`config.mk`:
```
export PLATFORM = sky130hd
export DESIGN_NAME = posit_accum_es3
export DESIGN_NICKNAME = d
export VERILOG_FILES = /design/src/rtl/posit_accum_es3.sv
export SDC_FILE = /design/constraint.sdc
export NUM_CORES = 1
export LEC_CHECK = 0
export CORE_MARGIN = 2
export CORE_UTILIZATION = 45
export CTS_CLUSTER_DIAMETER = 150
export CTS_CLUSTER_SIZE = 20
export DETAILED_ROUTE_END_ITERATION = 8
export PLACE_DENSITY_LB_ADDON = 0.12
export SYNTH_ARGS = -nofsm -noshare
export SYNTH_HDL_FRONTEND = slang
export SYNTH_SLANG_ARGS = --single-unit
```
`constraint.sdc`:
```
create_clock -name clk -period 7.55 [get_ports clk]
set_input_delay 2.265 -clock clk [delete_from_list [all_inputs] [get_ports clk]]
set_output_delay 2.265 -clock clk [all_outputs]
set_load 0.02 [all_outputs]
```
`src/rtl/posit_accum_es3.sv`:
```
// posit_accum_es3: streams posit (es=3) terms into four interleaved partial sums around an external
// ADD_LAT-cycle adder, then reduces them to one packet sum. Define POSIT_ACCUM_COUNT_EN to add sum_count.
module posit_accum_es3 #(
   parameter int NBITS   = 32,
   parameter int ADD_LAT = 4
) (
   input  logic             clk,
   input  logic             reset,
   input  logic [NBITS-1:0] in_data,
   input  logic             in_valid,
   input  logic             in_last,
   output logic             in_ready,
   output logic [NBITS-1:0] add_in1,
   output logic [NBITS-1:0] add_in2,
   output logic             add_start,
   input  logic [NBITS-1:0] add_result,
   input  logic             add_done,
   output logic [NBITS-1:0] sum_out,
   output logic             sum_valid,
   input  logic             sum_ready
`ifdef POSIT_ACCUM_COUNT_EN
   ,
   output logic [15:0]      sum_count
`endif
);
   typedef enum logic [2:0] {ACCUM, DRAIN, RED1, RED1_W, RED2, RED2_W, OUT} state_t;
   state_t           state, next;
   logic [NBITS-1:0] p [4];
   logic [1:0]       slot;
   logic             phase;
   logic [ADD_LAT-1:0] tag_v;
   logic [1:0]       tag_t [ADD_LAT];
   logic [NBITS-1:0] a;
   logic [1:0]       b_idx, issue_tag;
   logic             ret, bypass, accept, handshake;

   assign ret       = add_done && tag_v[ADD_LAT-1];
   assign bypass    = ret && tag_t[ADD_LAT-1] == b_idx;
   assign accept    = in_valid && in_ready;
   assign handshake = state == OUT && sum_ready;
   assign add_in1   = add_start ? a : '0;
   assign add_in2   = add_start ? (bypass ? add_result : p[b_idx]) : '0;

   // state register
   always_ff @(posedge clk or posedge reset)
      if (reset) state <= ACCUM;
      else state <= next;

   // next state, adder issue and operand selection
   always_comb begin
      next      = state;
      in_ready  = 1'b0;
      add_start = 1'b0;
      a         = '0;
      b_idx     = 2'd0;
      issue_tag = 2'd0;
      case (state)
         ACCUM: begin
            in_ready  = 1'b1;
            add_start = in_valid;
            a         = in_data;
            b_idx     = slot;
            issue_tag = slot;
            if (in_valid && in_last) next = DRAIN;
         end
         DRAIN:  if (~|tag_v) next = RED1;
         RED1: begin
            add_start = 1'b1;
            a         = phase ? p[2] : p[0];
            b_idx     = phase ? 2'd3 : 2'd1;
            issue_tag = phase ? 2'd2 : 2'd0;
            if (phase) next = RED1_W;
         end
         RED1_W: if (~|tag_v) next = RED2;
         RED2: begin
            add_start = 1'b1;
            a         = p[0];
            b_idx     = 2'd2;
            next      = RED2_W;
         end
         RED2_W: if (ret) next = OUT;
         OUT:    if (sum_ready) next = ACCUM;
         default: next = ACCUM;
      endcase
   end

   // partial sums, slot pointer, in-flight tags and result register
   always_ff @(posedge clk or posedge reset)
      if (reset) begin
         for (int i = 0; i < 4; i++) p[i] <= '0;
         for (int i = 0; i < ADD_LAT; i++) tag_t[i] <= '0;
         tag_v     <= '0;
         slot      <= '0;
         phase     <= 1'b0;
         sum_out   <= '0;
         sum_valid <= 1'b0;
      end else begin
         tag_v    <= {tag_v[ADD_LAT-2:0], add_start};
         tag_t[0] <= issue_tag;
         for (int i = 1; i < ADD_LAT; i++) tag_t[i] <= tag_t[i-1];
         if (ret) p[tag_t[ADD_LAT-1]] <= add_result;
         if (accept) slot <= slot + 2'd1;
         if (state == RED1) phase <= ~phase;
         if (state == RED2_W && ret) begin
            sum_out   <= add_result;
            sum_valid <= 1'b1;
         end
         if (handshake) begin
            for (int i = 0; i < 4; i++) p[i] <= '0;
            slot      <= '0;
            sum_valid <= 1'b0;
         end
      end

`ifdef POSIT_ACCUM_COUNT_EN
   // saturating count of terms accepted in the current packet
   always_ff @(posedge clk or posedge reset)
      if (reset) sum_count <= '0;
      else if (handshake) sum_count <= '0;
      else if (accept && sum_count != 16'hFFFF) sum_count <= sum_count + 16'd1;
`endif
endmodule

```
# Yosys cells after proc, flatten, opt, wreduce, memory -nomap -nowiden
# Cells that the tools add are included.
# word_totals
reg_bits	179
in_bits	70
out_inout_bits	99
wordCells	78
# classes
addsub	1
magnitude_cmp	3
n_eq_ne	13
n_mux	30
n_bitwise	3
n_reduce_logical	14
# ops
cell	count
$mux 128	2
$mux 32	7
$bwmux 128	1
$pmux 32 s3	1
$bmux 32 s2	1
$demux 32 s2	1
$pmux 3 s7	1
$mux 3	6
$ne 2x2->1 const B	6
$eq 3x3->1 const B	3
$mux 2	4
$logic_and 1x1->1	7
$eq 3x2->1 const B	2
$ge 3x3->1 const B	2
$not 2->3	2
$pmux 2 s3	1
$reduce_and 6->1	1
$reduce_bool 2->1	3
$pmux 2 s2	1
$reduce_or 4->1	1
$eq 3x1->1 const B	1
$logic_not 3->1	1
$lt 3x1->1 const B	1
$mux 1	3
5 further kinds	5

# Longest topological paths before layout
# depth
depth_word	8
ltp_mapped	8
depth_no_buf	5

# Worst setup path after synthesis
# Ideal clock, no wire load.
# synth_path
path_kind	input to output
from	in add_done
to	out add_in2[10]
arrival_time_ns	3.473
t_required_ns	5.285
setup_slack_ns	1.812
cell_stages	5
n_path_buf	1
cell_sequence	nand2_1 -> a2111oi_4 -> buf_6 -> mux2i_1 -> nor2_1
# synth_between
elab_chain_len	4
# synth_lines
element	line_no	text
start, declared	17	input logic add_done,
$logic_and 1x1->1	37	assign ret = add_done && tag_v[ADD_LAT-1];
$logic_and 1x1->1	38	assign bypass = ret && tag_t[ADD_LAT-1] == b_idx;
$mux 32 (2 in a row)	42	assign add_in2 = add_start ? (bypass ? add_result : p[b_idx]) : '0;
end, declared	14	output logic [NBITS-1:0] add_in2,
# No other way between the ends.

# Worst setup path after layout
# layout_path
from	in add_done
to	out add_in2[0]
# Same word-level chain as after synthesis.

==> results.py <==
metrics = {
    "status": {
        "status": "finished clean",
    },
    "yosys": {
        "ys_seq_area_share_pct": 51.3,
        "synth_cell_types": 39,
        "syn_inst": 895,
        "synth_edf_count": 0,
        "yosysTopAreaCell": "dfrtp_1",
        "synthTopCellsByCount": "nand2_1 (265), dfrtp_1 (179), a21oi_1 (130)",
        "synth.avg_cell_area_um2": 9.76,
        "yosysWarningCount": 0,
        "synth_top_area_share_pct": 51.3,
        "synth_top_family_by_area": "simple AND/OR/NAND/NOR gates",
        "synth_mux_area_share_pct": 16.0,
        "ys.flop_type": "dfrtp_1",
        "ys_top_cells_by_area": "dfrtp_1 (51%), nand2_1 (11%), mux4_2 (8.2%)",
        "yosys.area_share.simple_pct": 16.2,
        "yosys.cell_count.top_type": "nand2_1",
        "synth_xor_area_share_pct": 0.301,
        "synth-seq-cells": 179,
        "synth_area_um2": 8740,
        "synth_compound_area_share_pct": 12.6,
        "synthAdderAreaFrac_pct": 0,
        "ys_async_sr_fraction_pct": 100,
        "synth_nets": 965,
    },
    "setup_path": {
        "r2r-end": "sum_out[11]",
        "worstPathArrival_ns": 4.68,
        "cp.required_ns": 5.29,
        "start_kind": "input port",
        "r2r_cells": 4,
        "r2r-start": "state[0]",
        "worstSetupEndpointType": "output port",
        "setup.worst_path.class": "in2out",
        "rrSetupSlack_ns": 5.12,
        "crit_start": "add_done",
        "crit_end": "add_in2[0]",
        "cp_max_fo": 16,
    },
    "global_routing": {
        "grt_pass1_wl_um": 41500,
        "grt_usage_pct": 26.3,
        "antenna_found_initial": 0,
        "overflow": 0,
        "grt_max_degree": 92,
        "grt_pass1_vias": 7358,
    },
    "sta": {
        "post-route-period-util_pct": 92.0,
        "tightest_slew_ns": 1.14,
        "final.min_clock_period_ns": 6.94,
        "max_freq_mhz": 144,
        "setup_viol": 0,
        "hold_violations": 0,
        "fin_worst_skew_ns": 0.0115,
        "timing.setup.tns_ns": 0,
        "relSlewSlack_pct": 23.4,
        "slew_viol_final": 0,
        "whs_ns": 0.350,
        "grt_setup_unrepaired": "false",
    },
    "power": {
        "p_sw_uw": 1890,
        "p_int_uw": 2980,
        "clkPwrFrac_pct": 19.2,
        "leakage_uw": 0.00460,
        "power_density_nw_per_um2": 431,
        "pwr-share-comb_pct": 47.5,
        "vdd_drop_max_mv": 0.210,
        "p_sw_share_pct": 38.8,
        "seq_power_share_pct": 33.4,
    },
    "floorplan": {
        "placeableCoreArea_um2": 18900,
        "ioPinCount": 169,
        "dieArea_um2": 20500,
        "row_count": 50,
        "initial_core_util_pct": 46.2,
        "die_h_um": 143,
        "die_w_um": 143,
    },
    "clock_network": {
        "clk_pin_slew_ns": 0.07,
        "ctsHoldBuffers": 0,
        "clock-sinks": 179,
        "insertion_delay_ns": 0.43,
        "post_cts_resize_count": 0,
        "post_cts_buffers": 0,
        "cts-root-buf": "clkbuf_16",
        "clockBufferDepth": 2,
        "cts_tree": "built",
        "htree_num_levels": 4,
        "numCtsBuffers": 17,
    },
    "detailed_routing": {
        "drtPass1Iterations": 7,
        "wl_per_cell_um": 20.0,
        "wl_um": 26100,
        "vias_per_cell": 5.69,
        "drtIter0Drc": 721,
        "vias": 7406,
        "final_antenna_net_count": 0,
        "drc_errors": 0,
    },
    "worst_hold_path": {
        "hold_depth": 0,
        "min_path_type": "reg2reg",
    },
    "cells_and_area": {
        "fillCellCount": 1681,
        "nets": 1099,
        "layout-drive-gt1-share_pct": 12.9,
        "diodes": 0,
        "syn_to_final_growth_pct": 29.4,
        "final_core_util_pct": 59.8,
    },
    "place": {
        "hpwl_um": 15800,
        "globalplace.congestion": 0.771,
        "portBuffers": 168,
    },
    "flow_run": {
        "maxCapViolCount": 0,
    },
}
how the worst min path moves through the flow:
stage	from	endpoint	slack, ns
finish	tag_t[6]	tag_t[4]	0.35
global route	tag_t[3]	tag_t[1]	0.37
CTS	tag_t[6]	tag_t[4]	0.35
detailed placement	tag_t[6]	tag_t[4]	0.33
global placement	tag_t[3]	tag_t[1]	0.33
floorplan	tag_t[2]	tag_t[0]	0.33
worst max-delay path, stage by stage:
cell             delay (ns)
clkdlybuf4s50_1        0.56
nand2_1                0.18
a2111oi_4              0.38
buf_4                  0.36
mux2i_1                0.13
nor2_1                 0.17
clkdlybuf4s50_1        0.63
per-stage QoR:
step                instance area, um2  total power, uW  instances  setup WS, ns
floorplan                         8740             3060        895         0.426
global placement                 10700             3920       1270         0.646
detailed placement               10700             3950       1270         0.627
CTS                              11300             4890       1302         0.617
global route                     11300             5160       1302         0.462
finish                           11300             4870       1302         0.606
area by class of cell:
cell class                      count  area [um2]  share of cell area, %
Multi-Input combinational cell    639        4040                   35.7
Clock inverter                     14         176                   1.56
Clock buffer                       18         439                   3.89
Inverter                            6        30.0                  0.266
Tap cell                          260         325                   2.88
Sequential cell                   179        4480                   39.6
Timing Repair Buffer              186        1820                   16.1
routing by layer:
metal	track usage, %	up-vias	share of wire [%]
met5	0	-	0
met4	6.81	0	0.99
met3	4.97	25	6.1
met2	41.8	254	49
met1	37.5	3749	44
li1	-	3378	-
power by group through the flow:
stage	Combinational (uW)	Clock (uW)	Sequential, uW
3_5_place_dp	2320	0	1630
5_1_grt	2490	989	1680
3_3_place_gp	2290	0	1620
6_report	2310	933	1620
4_1_cts	2330	946	1620
2_1_floorplan	1420	0	1640
registers in the layout, indices dropped and copies added, names as in the netlist:
signal / cells
slot: 2
tag_v: 4
sum_out: 32
state: 3
sum_valid: 1
phase: 1
p: 128
tag_t: 8
cells in the final DEF (no fill, tap or decap), drive strengths merged, types with 11 or more instances in the layout:
cell type and count:
dfrtp 179, nand2 265, mux2 32, inv 11, a21oi 131, nor2 77
clkbuf 18, a222oi 32, clkdlybuf4s50 168, mux2i 32, mux4 32, buf 18
kinds of logic after synthesis:
kind of cell           Yosys count
XOR/XNOR                         3
AND/OR/NAND/NOR                362
buffers and inverters           77
flip-flops                     179
AO/OA/AOI/OAI                  178
multiplexers                    96
Note: power is estimated with default switching activity, not from simulation.
